[config.mk]
export PLATFORM = sky130hd
export DESIGN_NAME = axis_div_iter
export DESIGN_NICKNAME = d
export VERILOG_FILES = /design/src/rtl/axis_div_iter.sv
export SDC_FILE = /design/constraint.sdc
export NUM_CORES = 1
export LEC_CHECK = 0
export BUFFER_PORTS_ARGS = -buffer_cell sky130_fd_sc_hd__buf_4
export CORE_UTILIZATION = 54
export CTS_CLUSTER_DIAMETER = 30
export DETAILED_ROUTE_END_ITERATION = 8
export GPL_TIMING_DRIVEN = 0
export PLACE_DENSITY = 0.84
export REMOVE_ABC_BUFFERS = 1
export SYNTH_ARGS = -nofsm -noshare
export SYNTH_HDL_FRONTEND = slang
export SYNTH_SLANG_ARGS = --single-unit
[constraint.sdc]
create_clock -name clk -period 3.01 [get_ports clk]
set_input_delay 0.1505 -clock clk [delete_from_list [all_inputs] [get_ports clk]]
set_output_delay 0.1505 -clock clk [all_outputs]
set_load 0.01 [all_outputs]
[src/rtl/axis_div_iter.sv]
// axis_div_iter: iterative restoring divider with an AXI-Stream front end.
// Takes one dividend and one divisor together, makes one quotient bit per
// cycle, fixes up the signs, and returns {quotient, remainder}.
//
// state | meaning
// IDLE  | waiting for both operand channels valid together
// CALC  | one restoring shift/subtract step per cycle, WIDTH steps
// FIX   | sign correction and divide-by-zero result selection
// DONE  | result held on m_axis_dout until the consumer takes it
module axis_div_iter #(
   parameter int WIDTH = 32
) (
   input  logic                 clk,
   input  logic                 rst,
   input  logic                 cancel,
   input  logic                 signed_op,
   input  logic [WIDTH-1:0]     s_axis_dividend_tdata,
   input  logic                 s_axis_dividend_tvalid,
   output logic                 s_axis_dividend_tready,
   input  logic [WIDTH-1:0]     s_axis_divisor_tdata,
   input  logic                 s_axis_divisor_tvalid,
   output logic                 s_axis_divisor_tready,
   output logic [2*WIDTH-1:0]   m_axis_dout_tdata,
   output logic                 m_axis_dout_tvalid,
   input  logic                 m_axis_dout_tready
);

   typedef enum logic [1:0] {IDLE, CALC, FIX, DONE} state_t;

   localparam int CW = $clog2(WIDTH);
   localparam logic [CW-1:0] LAST_STEP = CW'(WIDTH - 1);

   state_t               state_q, state_d;
   logic [CW-1:0]        cnt_q, cnt_d;
   logic [WIDTH-1:0]     rem_q, rem_d;
   logic [WIDTH-1:0]     quo_q, quo_d;
   logic [WIDTH-1:0]     dvs_q, dvs_d;
   logic [WIDTH-1:0]     dvd_raw_q, dvd_raw_d;
   logic                 dvs_zero_q, dvs_zero_d;
   logic                 qneg_q, qneg_d;
   logic                 rneg_q, rneg_d;
   logic [2*WIDTH-1:0]   tdata_q, tdata_d;
   logic                 tvalid_q, tvalid_d;

   logic                 accept;
   logic                 sa, sb;
   logic [WIDTH-1:0]     dvd_mag, dvs_mag;
   logic [WIDTH:0]       trial;
   logic [WIDTH-1:0]     q_fix, r_fix;

   // Operand signs only matter for signed ops; magnitudes feed the unsigned core.
   assign sa      = signed_op & s_axis_dividend_tdata[WIDTH-1];
   assign sb      = signed_op & s_axis_divisor_tdata[WIDTH-1];
   assign dvd_mag = sa ? -s_axis_dividend_tdata : s_axis_dividend_tdata;
   assign dvs_mag = sb ? -s_axis_divisor_tdata  : s_axis_divisor_tdata;

   // Shifted partial remainder minus divisor; bit WIDTH set means the step fails.
   // A set MSB in rem_q forces success, so dropping the top bit on success is safe.
   assign trial = {rem_q, quo_q[WIDTH-1]} - {1'b0, dvs_q};
   assign q_fix = qneg_q ? -quo_q : quo_q;
   assign r_fix = rneg_q ? -rem_q : rem_q;

   // State and datapath registers, reset wins over everything.
   always_ff @(posedge clk) begin
      if (rst) begin
         state_q    <= IDLE;
         cnt_q      <= '0;
         rem_q      <= '0;
         quo_q      <= '0;
         dvs_q      <= '0;
         dvd_raw_q  <= '0;
         dvs_zero_q <= 1'b0;
         qneg_q     <= 1'b0;
         rneg_q     <= 1'b0;
         tdata_q    <= '0;
         tvalid_q   <= 1'b0;
      end else begin
         state_q    <= state_d;
         cnt_q      <= cnt_d;
         rem_q      <= rem_d;
         quo_q      <= quo_d;
         dvs_q      <= dvs_d;
         dvd_raw_q  <= dvd_raw_d;
         dvs_zero_q <= dvs_zero_d;
         qneg_q     <= qneg_d;
         rneg_q     <= rneg_d;
         tdata_q    <= tdata_d;
         tvalid_q   <= tvalid_d;
      end
   end

   // Next-state: cancel aborts CALC/FIX with no result and drops a pending one in DONE.
   always_comb begin
      state_d = state_q;
      case (state_q)
         IDLE: if (accept) state_d = CALC;
         CALC: begin
            if (cancel)                  state_d = IDLE;
            else if (cnt_q == LAST_STEP) state_d = FIX;
         end
         FIX:  state_d = cancel ? IDLE : DONE;
         DONE: if (cancel || m_axis_dout_tready) state_d = IDLE;
         default: state_d = IDLE;
      endcase
   end

   // Datapath: operand capture, restoring step, result fix-up and output hold.
   always_comb begin
      cnt_d      = cnt_q;
      rem_d      = rem_q;
      quo_d      = quo_q;
      dvs_d      = dvs_q;
      dvd_raw_d  = dvd_raw_q;
      dvs_zero_d = dvs_zero_q;
      qneg_d     = qneg_q;
      rneg_d     = rneg_q;
      tdata_d    = tdata_q;
      tvalid_d   = tvalid_q;
      case (state_q)
         IDLE: begin
            if (accept) begin
               dvd_raw_d  = s_axis_dividend_tdata;
               dvs_d      = dvs_mag;
               dvs_zero_d = (s_axis_divisor_tdata == '0);
               qneg_d     = sa ^ sb;
               rneg_d     = sa;
               rem_d      = '0;
               quo_d      = dvd_mag;
               cnt_d      = '0;
            end
         end
         CALC: begin
            if (!trial[WIDTH]) begin
               rem_d = trial[WIDTH-1:0];
               quo_d = {quo_q[WIDTH-2:0], 1'b1};
            end else begin
               rem_d = {rem_q[WIDTH-2:0], quo_q[WIDTH-1]};
               quo_d = {quo_q[WIDTH-2:0], 1'b0};
            end
            cnt_d = cnt_q + 1'b1;
         end
         FIX: begin
            // Divide-by-zero returns the raw dividend, not its magnitude.
            if (!cancel) begin
               tdata_d  = dvs_zero_q ? {{WIDTH{1'b1}}, dvd_raw_q} : {q_fix, r_fix};
               tvalid_d = 1'b1;
            end
         end
         DONE: if (cancel || m_axis_dout_tready) tvalid_d = 1'b0;
         default: ;
      endcase
   end

   // Outputs: both input channels are consumed together or not at all.
   always_comb begin
      accept = (state_q == IDLE) & s_axis_dividend_tvalid & s_axis_divisor_tvalid
               & ~cancel & ~rst;
      s_axis_dividend_tready = accept;
      s_axis_divisor_tready  = accept;
      m_axis_dout_tdata      = tdata_q;
      m_axis_dout_tvalid     = tvalid_q;
   end

endmodule

-- Word level (Yosys, flattened, before mapping)
Index checks and enable logic that the tools add are counted.
- word-level logic and storage cells: 66
- output and inout bits: 67
- register bits: 203
- bitwise gates (word level): 9
- eq/ne operators: 8
- reduce and logical (&&, ||, !) cells: 10
- add/subtract/negate cells: 6
- mux-type cells: 22
- operator list (cell ; number):
    2-to-1 mux 32 bit ; 7
    negator 32 bit ; 4
    case mux 32 bit (2 select lines) ; 2
    2-to-1 mux 64 bit ; 1
    subtractor 33 x 32 -> 33 bit ; 1
    logical NOT 32 bit ; 1
    2-to-1 mux 2 bit ; 5
    case mux 5 bit (2 select lines) ; 1
    case mux 2 bit (4 select lines) ; 1
    AND 1 bit ; 6
    inequality test 2 bit (second input constant) ; 3
    AND reduction 2 bit ; 3
    AND reduction 3 bit ; 2
    adder 5 x 1 -> 5 bit (second input constant) ; 1
    == test 5 bit (second input constant) ; 1
    2-to-1 mux 5 bit ; 1
    == test 2 bit (second input constant) ; 2
    nonzero test 2 bit ; 2
    2-to-1 mux 1 bit ; 3
    inequality test 3 bit (second input constant) ; 1
    == test 2 x 1 -> 1 bit (second input constant) ; 1
    logical NOT 2 bit ; 1
    NOT 1 bit ; 2
    case mux 1 bit (2 select lines) ; 1
    other kinds (2) ; 2

-- Longest topological paths before layout
- depth after elaboration: 7
- mapped depth: 13
- mapped depth without buffers: 11

-- Worst setup path after synthesis
OpenSTA, ideal clock, no wires.
- path kind: register to register
- start point: register quo_q[31]
- end point: register rem_q[13]
- period minus slack after synthesis: 3325 ps
- slack: -315 ps
- data arrival time: 3234 ps
- setup time: 91 ps
- stages on the path, launching flop included: 14
- path through: dfxtp_1 > inv_1 > ha_1 > fa_1 > nor2b_1 > o31a_1 > o2111ai_1 > a211oi_1 > mux2i_1 > or2_2 > clkbuf_1 > clkbuf_1 > nand2_1 > a311oi_1
- cells in the longest elaborated chain, start to end: 3
- RTL lines (item ; RTL line ; RTL):
    start: declaration ; 36 ; logic [WIDTH-1:0] quo_q, quo_d;
    start signal: assignment ; 81 ; quo_q <= quo_d;
    subtractor 33 x 32 -> 33 bit ; 59 ; assign trial = {rem_q, quo_q[WIDTH-1]} - {1'b0, dvs_q};
    2-to-1 mux 32 bit ; 133 ; if (!trial[WIDTH]) begin
    case mux 32 bit (2 select lines) ; 119 ; case (state_q)
    end signal: assignment ; 80 ; rem_q <= rem_d;
    end: declaration ; 35 ; logic [WIDTH-1:0] rem_q, rem_d;
Every way passes these cells.
A chain may end at the register's enable or synchronous reset.

-- Final worst setup path
- start point: register quo_q[31]
- end point: register rem_q[14]
Same word-level chain as after synthesis.

==> impl_metrics.tcl <==
set metrics [dict create \
    status "finished, violations left" \
    violations "design-rule violations, negative setup slack" \
    worst-setup-path-type "reg2reg" \
    antenna_found_initial 0 \
    dpl_cell_area_um2 13400 \
    comb_power_share 0.186 \
    async_flop_share 0 \
    timing.rr.start "quo_q[31]$_SDFFE_PP0P_" \
    drive_gt1_frac 0.161 \
    p_sw_mw 2.47 \
    cts-root-buf "clkbuf_16" \
    setup_viol 24 \
    timing.final.crit_share 1.02 \
    period_minus_slack_ns 3.07 \
    initial_utilization 0.555 \
    clk_pin_slew_ns 0.05 \
    grt_overflow 0 \
    startpoint "quo_q[31]$_SDFFE_PP0P_" \
    synthesis.area_um2 12200 \
    final.setup.tns_ns -0.734 \
    pwr-share-seq 0.303 \
    register_area_um2 4070 \
    start_kind "flip-flop" \
    cp.required_ns 3.37 \
    critPathBufInv 3 \
    viasPerCell 5.98 \
    num-fill-cells 1607 \
    nets 1873 \
    numCtsBuffers 41 \
    powerDensity_nw_per_um2 584 \
    worstSetupPathDepth 13 \
    multi_input_area_um2 7730 \
    core_um2 22000 \
    synth_edf_count 0 \
    ant_nets 0 \
    fin_ws_ns -0.0648 \
    die_w_um 152 \
    switching_share 0.267 \
    synth_warnings 0 \
    clock_latency_ns 0.52 \
    syn_inst 1598 \
    diodes 0 \
    rrSetupSlack_ns -0.06 \
    slew_viol_final 0 \
    grt_max_degree 105 \
    placementRows 54 \
    rsz0062_at_grt "yes" \
    first_pass_iters 8 \
    cp_max_fo 18 \
    yosysSeqAreaShare 0.334 \
    slowest_stage "dfxtp_4" \
    route.detailed.drc 10 \
    fin_cells 2072 \
    fmax_mhz 325 \
    die_area_um2 23200 \
    final_common_cell "nand2_1" \
    p_int_mw 6.79 \
    crit_family "compound AO/OA/AOI/OAI gates" \
    io_buffers 137 \
    htree_levels 2 \
    max_stage_delay_ns 0.41 \
    grt.total_usage 0.303 \
    most-common-layout-cells "259 x nand2_1, 200 x dfxtp_1, 150 x buf_4" \
    cts_tree "yes" \
    gp_congestion 0.939 \
    clockBufferDepth 3 \
    numClockSinks 203 \
    crit_path_end "rem_q[14]$_SDFFE_PP0P_" \
    hold_viol 0 \
    p_leak_nw 6.32 \
    synth_area_per_cell_um2 7.62 \
    worst_pin_slew_ns 1.24 \
    avgRoutedWirePerCell_um 17.4 \
    timing.rr.end "rem_q[14]$_SDFFE_PP0P_" \
    dr_total_vias 12400 \
    grt_pass1_vias 11800 \
    synthFlopType "dfxtp_1" \
    r2r_cells 13 \
    hp-class "in2reg" \
    die_h_um 152 \
    utilization 0.722 \
    maxSlewHeadroom 0.172 \
    path_cells "inv_4 > ha_4 > fa_2 > nor2b_4 > o31a_1 > o2111ai_4 > a211oi_4 > mux2i_4 > buf_6 > nor2_4 > buf_12 > mux2i_1 > o21ai_1" \
    end_kind "flip-flop" \
    cap_violations 0 \
    dr.first_iter.drc_count 998 \
    ys_seq_elements 203 \
    ir_drop_mv 0.440 \
    dp.cells 1917 \
    pin_count 138 \
    stdcell_area_um2 15800 \
    fin_worst_skew_ns 0.0178 \
    routed_wl_um 36000 \
    area_delta_synth_final_pct 30.0 \
    yosysUniqueCellTypes 59 \
    crit_arrival_ns 3.44 \
    dp_hpwl_um 22600 \
    grt_pass1_wl_um 58600 \
    p_clk_frac 0.511 \
]
state kept, by name, summed over array words and instances, names as in the netlist, 2 cells and up:
name / cells
m_axis_dout_tdata: 64
dvd_raw_q: 32
cnt_q: 5
dvs_q: 32
state_q: 2
rem_q: 32
quo_q: 32
worst min-delay path by stage:
stage	start	to	slack, ns	cells after the start
after global routing	signed_op	qneg_q$_SDFFE_PP0P_	0.05	3
after global placement	cancel	state_q[1]$_SDFFE_PP0P_	0.35	2
final	m_axis_dout_tready	state_q[1]$_SDFFE_PP0P_	0.02	4
after floorplan	rst	quo_q[29]$_SDFFE_PP0P_	0.21	1
after detailed placement	cancel	state_q[1]$_SDFFE_PP0P_	0.36	2
after CTS	m_axis_dout_tready	state_q[1]$_SDFFE_PP0P_	0.007	4
layer usage:
layer,share of wire,vias up,track usage,routed length (um)
met3,0.067,108,0.0515,2410
met2,0.47,493,0.525,17100
met4,0.038,0,0.128,1380
met1,0.42,5762,0.372,15100
met5,0,-,0,0
li1,-,6018,-,-
Yosys cell counts (26+ instances only):
cell type  number  share of area
o31ai_1        42          0.026
o21ai_0       138          0.057
o22ai_1        33          0.017
xnor2_1        91          0.065
mux2i_1        26          0.021
clkbuf_1       99          0.031
dfxtp_1       203           0.33
nor2_1        111          0.034
a22oi_1        30          0.018
nor3_1         26          0.011
inv_1          53          0.016
ha_1           38          0.039
xor2_1         50          0.036
a21oi_1       110          0.045
or3_1          35          0.018
nand2_1       261          0.080
nand3b_1       37          0.023
final cells by class:
| class | instances | share of cell area |
|---|---|---|
| clock inverters | 24 | 0.0220 |
| inverters | 53 | 0.0130 |
| flip-flops and latches | 203 | 0.257 |
| clock buffers | 48 | 0.0683 |
| repair buffers | 231 | 0.130 |
| multi-input cells | 1233 | 0.488 |
| well taps | 280 | 0.0221 |
kinds of logic (layout without fill, tap and decap cells):
group / Yosys count / count (layout) / synth area share
AND/OR/NAND/NOR: 575 / 575 / 0.223
AO/OA/AOI/OAI: 452 / 452 / 0.230
flip-flops: 203 / 203 / 0.334
buffers and inverters: 162 / 356 / 0.0505
XOR/XNOR: 141 / 141 / 0.101
adder cells (fa/ha/maj): 39 / 39 / 0.0407
multiplexers: 26 / 26 / 0.0214
per-stage QoR:
stage	power, mW	worst slack [ns]	hold slack [ns]
finish	9.26	-0.0648	0.0187
global route	9.57	-0.130	0.0502
CTS	9.23	-0.0452	0.00698
detailed placement	4.17	-1.32	0.360
global placement	4.12	-6.75	0.354
floorplan	3.74	-2.71	0.213
repair_timing:
action	4_1_cts	5_1_grt
buffers inserted	16	3
hold endpoints to repair	85	0
pin swaps	14	7
hold buffers	64	0
resized for setup	33	27
cloned	1	0
endpoints found under the setup margin	33	45
worst reg2reg max path: cells and delay by family (launching register included):
family	cells	cell delay, ns
compound gates	4	0.86
mux	2	0.57
fa+ha+maj	2	0.52
flops	1	0.41
buf+inv	3	0.38
simple gates	2	0.18
power by group through the flow:
| stage | clock [mW] | sequential, mW | combinational, mW |
|---|---|---|---|
| floorplan | 0 | 2.84 | 0.899 |
| global placement | 0 | 2.85 | 1.27 |
| detailed placement | 0 | 2.85 | 1.32 |
| CTS | 4.75 | 2.80 | 1.67 |
| global route | 4.91 | 2.81 | 1.85 |
| finish | 4.73 | 2.81 | 1.72 |
Power figures use the tool's default switching activity.
